File: config.mk
export PLATFORM = sky130hd
export DESIGN_NAME = max_pool_2x2
export DESIGN_NICKNAME = d
export VERILOG_FILES = /design/src/rtl/max_pool_2x2_pkg.sv /design/src/rtl/pool_line_fifo.sv /design/src/rtl/max_pool_2x2.sv
export SDC_FILE = /design/constraint.sdc
export NUM_CORES = 1
export LEC_CHECK = 0
export BUFFER_PORTS_ARGS = -buffer_cell sky130_fd_sc_hd__buf_2
export CORE_MARGIN = 3
export CORE_UTILIZATION = 50
export CTS_CLUSTER_SIZE = 8
export DETAILED_ROUTE_END_ITERATION = 7
export PLACE_DENSITY = 0.66
export SLEW_MARGIN = 0
export SYNTH_ARGS = -nofsm -noshare
export SYNTH_HDL_FRONTEND = slang
export SYNTH_SLANG_ARGS = --single-unit
export TNS_END_PERCENT = 1
File: constraint.sdc
create_clock -name clk -period 13.6 [get_ports clk]
set_clock_uncertainty 0.15 [all_clocks]
set_input_delay 0.68 -clock clk [delete_from_list [all_inputs] [get_ports clk]]
set_output_delay 0.68 -clock clk [all_outputs]
set_load 0.03 [all_outputs]
File: src/rtl/max_pool_2x2_pkg.sv
// ---------------------------------------------------------------------------
// max_pool_2x2_pkg
// Shared definitions for the 2x2 / stride-2 max-pooling stage:
//   - pool_state_t : FSM state encoding (IDLE, RUN, DONE)
//   - DEFAULT_DATA_WIDTH : default pixel width
//   - signed_max   : two's-complement maximum of two sign-extended operands
// No ports (package).
// ---------------------------------------------------------------------------
package max_pool_2x2_pkg;

  localparam int DEFAULT_DATA_WIDTH = 16;

  // Operands are sign-extended to this width before comparison, so any
  // DATA_WIDTH up to 64 bits can share the single max function below.
  localparam int MAX_CALC_WIDTH = 64;

  typedef enum logic [1:0] {
    IDLE = 2'd0,
    RUN  = 2'd1,
    DONE = 2'd2
  } pool_state_t;

  function automatic logic signed [MAX_CALC_WIDTH-1:0] signed_max(
    input logic signed [MAX_CALC_WIDTH-1:0] a,
    input logic signed [MAX_CALC_WIDTH-1:0] b
  );
    return (a > b) ? a : b;
  endfunction

endpackage

File: src/rtl/pool_line_fifo.sv
// ---------------------------------------------------------------------------
// pool_line_fifo
// Line buffer that parks the horizontal pair maxima of an even row until
// the matching pairs of the following odd row arrive.
// DEPTH entries of DATA_WIDTH bits, registered write, combinational head.
// Pointers wrap after DEPTH-1 by explicit compare (DEPTH need not be a
// power of two).
// Ports:
//   clk      in   clock
//   rst_n    in   asynchronous active-low reset (clears pointers)
//   clr      in   synchronous pointer clear at the start of a map
//   wr_en    in   write wr_data at wr_ptr, advance wr_ptr
//   wr_data  in   DATA_WIDTH pair maximum to park
//   rd_en    in   advance rd_ptr (head consumed this cycle)
//   rd_data  out  DATA_WIDTH entry at rd_ptr (combinational)
// ---------------------------------------------------------------------------
module pool_line_fifo #(
  parameter int DATA_WIDTH = 16,
  parameter int DEPTH      = 10,
  parameter int ADD_WIDTH  = 4
) (
  input  logic                  clk,
  input  logic                  rst_n,
  input  logic                  clr,
  input  logic                  wr_en,
  input  logic [DATA_WIDTH-1:0] wr_data,
  input  logic                  rd_en,
  output logic [DATA_WIDTH-1:0] rd_data
);

  localparam logic [ADD_WIDTH-1:0] PTR_LAST = ADD_WIDTH'(DEPTH - 1);

  // Sized to the full pointer range so every pointer value is a legal index;
  // only the first DEPTH entries are ever written.
  logic [DATA_WIDTH-1:0] mem [2**ADD_WIDTH];
  logic [ADD_WIDTH-1:0]  wr_ptr;
  logic [ADD_WIDTH-1:0]  rd_ptr;

  // Storage has no reset: contents are always written before being read.
  always_ff @(posedge clk) begin
    if (wr_en) begin
      mem[wr_ptr] <= wr_data;
    end
  end

  always_ff @(posedge clk or negedge rst_n) begin
    if (!rst_n) begin
      wr_ptr <= '0;
      rd_ptr <= '0;
    end else if (clr) begin
      wr_ptr <= '0;
      rd_ptr <= '0;
    end else begin
      if (wr_en) begin
        wr_ptr <= (wr_ptr == PTR_LAST) ? '0 : wr_ptr + ADD_WIDTH'(1);
      end
      if (rd_en) begin
        rd_ptr <= (rd_ptr == PTR_LAST) ? '0 : rd_ptr + ADD_WIDTH'(1);
      end
    end
  end

  assign rd_data = mem[rd_ptr];

endmodule

File: src/rtl/max_pool_2x2.sv
// ---------------------------------------------------------------------------
// max_pool_2x2
// Streaming 2x2, stride-2 max pooling of a raster-ordered signed feature map.
// Even columns are parked in a hold register; on odd columns the pair
// maximum is either parked in the line buffer (even rows) or combined with
// the parked maximum from the row above to form a pooled pixel (odd rows).
// Optional feature macro: POOL_RELU_EN -- when defined, negative pooled
// results are clamped to 0 at the output register.
// Ports:
//   clk        in   clock, rising edge
//   rst_n      in   asynchronous active-low reset
//   start      in   begins a feature map (honoured in IDLE only)
//   in_valid   in   in_data carries the next raster pixel (RUN only)
//   in_data    in   DATA_WIDTH signed pixel
//   out_valid  out  registered, pooled pixel present
//   out_data   out  DATA_WIDTH signed pooled pixel, 0 when out_valid is low
//   busy       out  high in RUN and DONE
//   done       out  one-cycle pulse in the DONE state
// ---------------------------------------------------------------------------
module max_pool_2x2
  import max_pool_2x2_pkg::*;
#(
  parameter int DATA_WIDTH = DEFAULT_DATA_WIDTH,
  parameter int IFM_WIDTH  = 20,
  parameter int IFM_HEIGHT = 20,
  parameter int ADD_WIDTH  = 4
) (
  input  logic                  clk,
  input  logic                  rst_n,
  input  logic                  start,
  input  logic                  in_valid,
  input  logic [DATA_WIDTH-1:0] in_data,
  output logic                  out_valid,
  output logic [DATA_WIDTH-1:0] out_data,
  output logic                  busy,
  output logic                  done
);

  localparam int COL_W = $clog2(IFM_WIDTH);
  localparam int ROW_W = $clog2(IFM_HEIGHT);
  localparam logic [COL_W-1:0] COL_LAST = COL_W'(IFM_WIDTH - 1);
  localparam logic [ROW_W-1:0] ROW_LAST = ROW_W'(IFM_HEIGHT - 1);

  pool_state_t           state;
  logic [COL_W-1:0]      col;
  logic [ROW_W-1:0]      row;
  logic [DATA_WIDTH-1:0] hold;

  logic                  start_map;
  logic                  accept;
  logic                  pair_done;
  logic                  lb_wr;
  logic                  lb_rd;
  logic [DATA_WIDTH-1:0] pair_max;
  logic [DATA_WIDTH-1:0] lb_head;
  logic [DATA_WIDTH-1:0] pool_max;
  logic [DATA_WIDTH-1:0] out_next;

  assign start_map = (state == IDLE) && start;
  assign accept    = (state == RUN) && in_valid;
  assign pair_done = accept && col[0];
  assign lb_wr     = pair_done && !row[0];
  assign lb_rd     = pair_done && row[0];

  assign pair_max = DATA_WIDTH'(signed_max(MAX_CALC_WIDTH'($signed(hold)),
                                           MAX_CALC_WIDTH'($signed(in_data))));
  assign pool_max = DATA_WIDTH'(signed_max(MAX_CALC_WIDTH'($signed(lb_head)),
                                           MAX_CALC_WIDTH'($signed(pair_max))));

`ifdef POOL_RELU_EN
  // ReLU after max pooling gives the same result as ReLU before it.
  assign out_next = pool_max[DATA_WIDTH-1] ? '0 : pool_max;
`else
  assign out_next = pool_max;
`endif

  pool_line_fifo #(
    .DATA_WIDTH (DATA_WIDTH),
    .DEPTH      (IFM_WIDTH / 2),
    .ADD_WIDTH  (ADD_WIDTH)
  ) u_line_fifo (
    .clk     (clk),
    .rst_n   (rst_n),
    .clr     (start_map),
    .wr_en   (lb_wr),
    .wr_data (pair_max),
    .rd_en   (lb_rd),
    .rd_data (lb_head)
  );

  // Control FSM with raster counters; done is raised on the transition into
  // DONE so it coincides with the output of the final window.
  always_ff @(posedge clk or negedge rst_n) begin
    if (!rst_n) begin
      state <= IDLE;
      col   <= '0;
      row   <= '0;
      hold  <= '0;
      busy  <= 1'b0;
      done  <= 1'b0;
    end else begin
      done <= 1'b0;
      case (state)
        IDLE: begin
          if (start) begin
            state <= RUN;
            col   <= '0;
            row   <= '0;
            hold  <= '0;
            busy  <= 1'b1;
          end
        end
        RUN: begin
          if (in_valid) begin
            if (!col[0]) begin
              hold <= in_data;
            end
            if (col == COL_LAST) begin
              col <= '0;
              if (row == ROW_LAST) begin
                row   <= '0;
                state <= DONE;
                done  <= 1'b1;
              end else begin
                row <= row + ROW_W'(1);
              end
            end else begin
              col <= col + COL_W'(1);
            end
          end
        end
        DONE: begin
          state <= IDLE;
          busy  <= 1'b0;
        end
        default: begin
          state <= IDLE;
          busy  <= 1'b0;
        end
      endcase
    end
  end

  // Output register: data is forced to 0 on every non-valid cycle.
  always_ff @(posedge clk or negedge rst_n) begin
    if (!rst_n) begin
      out_valid <= 1'b0;
      out_data  <= '0;
    end else begin
      out_valid <= lb_rd;
      out_data  <= lb_rd ? out_next : '0;
    end
  end

endmodule

==> results by group <==
Yosys
  • Syn Area/Cell: 16.7 um2
  • Mux cell area share after synthesis: 14.7%
  • Post-synthesis xor/xnor area fraction: 0.396%
  • Post-Synth Adder-Cell Area: 3.20%
  • Synth cell types: 57
  • Syn Inst Count: 794
  • Count of warnings emitted by yosys: 0
  • Ys async rst share: 17.7%
  • Top FF cell, synth: edfxtp_1
  • Synth Area in Compound Gates: 5.44%
  • Synth top area cells: edfxtp_1 (58%), mux4_2 (13%), dfrtp_1 (10%), ha_1 (3.2%), nand2_1 (1.6%)
  • Number of flops mapped to enable cells by yosys: 256
  • Register area share after synthesis: 68.2%
  • Leading area contributor after synthesis: edfxtp_1
  • Simple-Gate Fraction of Synth Area: 5.64%
  • Yosys reg bits: 311
  • Mapped cell area: 0.0133 mm2
  • Post-synth top area share: 57.9%
  • Syn Nets: 848
  • Combinational family with the most area after synthesis: multiplexers

Clocking
  • Worst-Skew Late Latency: 530 ps
  • Quantity of gates resized following cts: 0
  • CTS H-Tree Depth: 2
  • CTS Buf Count: 44
  • Clk pin slew, worst setup/hold paths: 50 ps
  • CTS tree: built
  • Root buf cell: clkbuf_16
  • CTS hold repair buffers: 0
  • Clock sink total: 311
  • # Post-CTS Setup Buffers: 0
  • Longest Clk Path Bufs: 3

Finish
  • Antenna diodes: 0
  • Fraction of layout cells with a size suffix above 1: 24.9%
  • Nets: 918
  • Post-route cell area: 0.0152 mm2
  • Area Growth Syn to Fin: 14.1%
  • Fin util: 58.2%

Detailed routing
  • Wire per inst: 24.1 um
  • Drc violations: 0
  • Initial drt markers: 650
  • Via Count: 7386
  • Vias per cell: 6.08
  • TritonRoute pass-1 iters: 5
  • Final Routed Wirelength: 29300 um
  • Final ANT Viol Nets: 0

Floorplan
  • Die height: 169 um
  • Total core area: 0.0261 mm2
  • IO Pins: 39
  • Row count: 59
  • Die width: 169 um
  • Initial Utilization: 51.0%
  • Die area: 0.0286 mm2

Global route
  • Met3 Resource Use GR: 3.92%
  • Met1 Use GR: 27.6%
  • Number of global-route vias before repair: 7715
  • Largest net degree at the start of global routing: 68
  • Initial antenna violation count: 0
  • Total GRT Usage: 20.9%
  • Grt total ovfl: 0
  • Global-route wire length before repair: 44900 um
  • GR peak layer: met2
  • Met2 GRT Util: 35.6%

Power and ir drop
  • Power Internal: 2390 uW
  • Leak Pwr: 0.00551 uW
  • Clock power share: 26.2%
  • Pwr dens: 241 mW/mm2
  • Sw frac: 34.8%
  • Power share of the combinational group: 35.4%
  • Psw: 1270 uW
  • Peak VDD IR: 0.000138 V
  • Seq pwr share: 38.4%

Place
  • DP Wirelength: 17700 um
  • Number of I/O port buffers: 38
  • Gpl congestion: 0.880
  • Placed Area: 0.0140 mm2

Critical path
  • Startpoint types: register
  • Critical path peak fanout: 16
  • CP required: 13820 ps
  • CP Capture Type: register
  • FF-to-FF End: out_data[15]
  • Arrival time of the worst setup path: 5940 ps
  • Reg2reg start: hold[15]
  • Flop2flop setup slack: 7870 ps
  • Worst r2r path cells: 17
  • Setup CP Type: reg2reg

Status
  • Status: finished, final reports clean

Timing
  • Setup Viol. Count Final: 0
  • Final Hold Viols: 0
  • Final Max Slew Viols: 0
  • TNS Setup: 0 ps
  • Fin crit share: 42.1%
  • Slew margin rel.: 32.8%
  • RSZ-0062 raised after global routing: false
  • Worst hold slack: 136 ps
  • Worst Max-Slew Pin Slew: 1010 ps
  • Min Tclk post-route: 5730 ps
  • FMAX: 175 MHz

Min path
  • Worst Hold Class: in2async

Run
  • MaxCap Viol Count: 0
==> per-stage QoR <==
| step | std cells | worst slack [ps] | power (uW) |
|---|---|---|---|
| global route | 1214 | 7480 | 3850 |
| detailed placement | 1153 | 7500 | 2710 |
| global placement | 1153 | 7740 | 2640 |
| CTS | 1214 | 7930 | 3670 |
| finish | 1214 | 7870 | 3660 |
| floorplan | 794 | 8250 | 2350 |
==> worst max path at each step <==
stage	from	end	slack, ps	depth (start not counted)
3_3_place_gp	in_data[15]	out_data[5]	7740	19
5_1_grt	hold[15]	out_data[15]	7480	17
3_5_place_dp	in_data[15]	out_data[15]	7500	19
6_report	hold[15]	out_data[15]	7870	17
4_1_cts	hold[15]	out_data[15]	7930	17
2_1_floorplan	in_data[7]	out_data[10]	8250	21
==> cells in the final DEF (no fill, tap or decap), types with 21 or more instances in the layout <==
master / Yosys / layout
ha_1: 34 / 34
clkbuf_16: 0 / 44
nand2_1: 58 / 58
a21oi_1: 39 / 39
mux4_2: 79 / 79
inv_1: 44 / 44
buf_4: 0 / 21
dfrtp_1: 55 / 53
edfxtp_1: 256 / 256
buf_2: 6 / 38
o21ai_0: 36 / 36
==> power groups by stage <==
stage / clock network, uW / registers [uW] / logic, uW
2_1_floorplan: 0 / 1390 / 952
3_3_place_gp: 0 / 1420 / 1220
3_5_place_dp: 0 / 1420 / 1290
4_1_cts: 978 / 1410 / 1290
5_1_grt: 1020 / 1420 / 1410
6_report: 958 / 1410 / 1300
==> state kept, by name, indices dropped and copies added, names as in the netlist <==
name / flops
busy: 1
col: 5
out_data: 16
u_line_fifo.wr_ptr: 4
done: 1
u_line_fifo.rd_ptr: 4
out_valid: 1
hold: 16
state: 2
row: 5
u_line_fifo.mem: 256
==> synthesized netlist by cell type, drive strengths merged, types with 2 or more instances <==
cell type	n
a211oi	8
nand4	9
a21o	7
buf	16
a22o	2
xnor2	4
ha	34
and3	3
nor4	2
a21oi	39
nor3	22
nand2	58
mux2i	15
clkbuf	19
mux4	79
dfrtp	55
mux2	2
and2	3
inv	44
o211ai	3
edfxtp	256
nand3	15
nor2	29
xor2	2
a211o	3
nor2b	4
nand2b	4
o21ai	38
==> worst max-delay path, stage by stage (launching register included) <==
cell      delay (ps)
dfrtp_1          410
ha_1             460
nand4_4          150
nor3_1           520
nor3_1           180
o21ai_2          830
mux2i_1          340
ha_1             280
a21o_1           180
a21o_1           160
a21o_1           170
a21o_1           170
a211o_1          280
o211ai_1         110
o311a_4          260
nand3_1          480
a21oi_1          350
a211oi_1          70
==> final cells by class <==
cell class	count	area [um2]
Fill cell	1892	10900
Clock inverter	3	45.0
Multi-Input combinational cell	404	3960
Timing Repair Buffer	59	348
Inverter	44	165
Sequential cell	311	9070
Clock buffer	58	1150
Tap cell	335	419
==> metal layers <==
layer / wire [um] / share of wire [%] / vias up
li1: - / - / 3247
met1: 11900 / 41 / 3807
met2: 14900 / 51 / 276
met3: 1740 / 5.9 / 56
met4: 733 / 2.5 / 0
met5: 0 / 0 / -
==> logic make-up (layout without fill, tap and decap cells) <==
family / count (synthesis) / after routing
xor+xnor: 6 / 6
simple gates: 156 / 156
fa+ha+maj: 34 / 34
compound gates: 112 / 112
mux: 96 / 96
buf+inv: 79 / 164
flops: 311 / 311
Power figures use the tool's default switching activity.
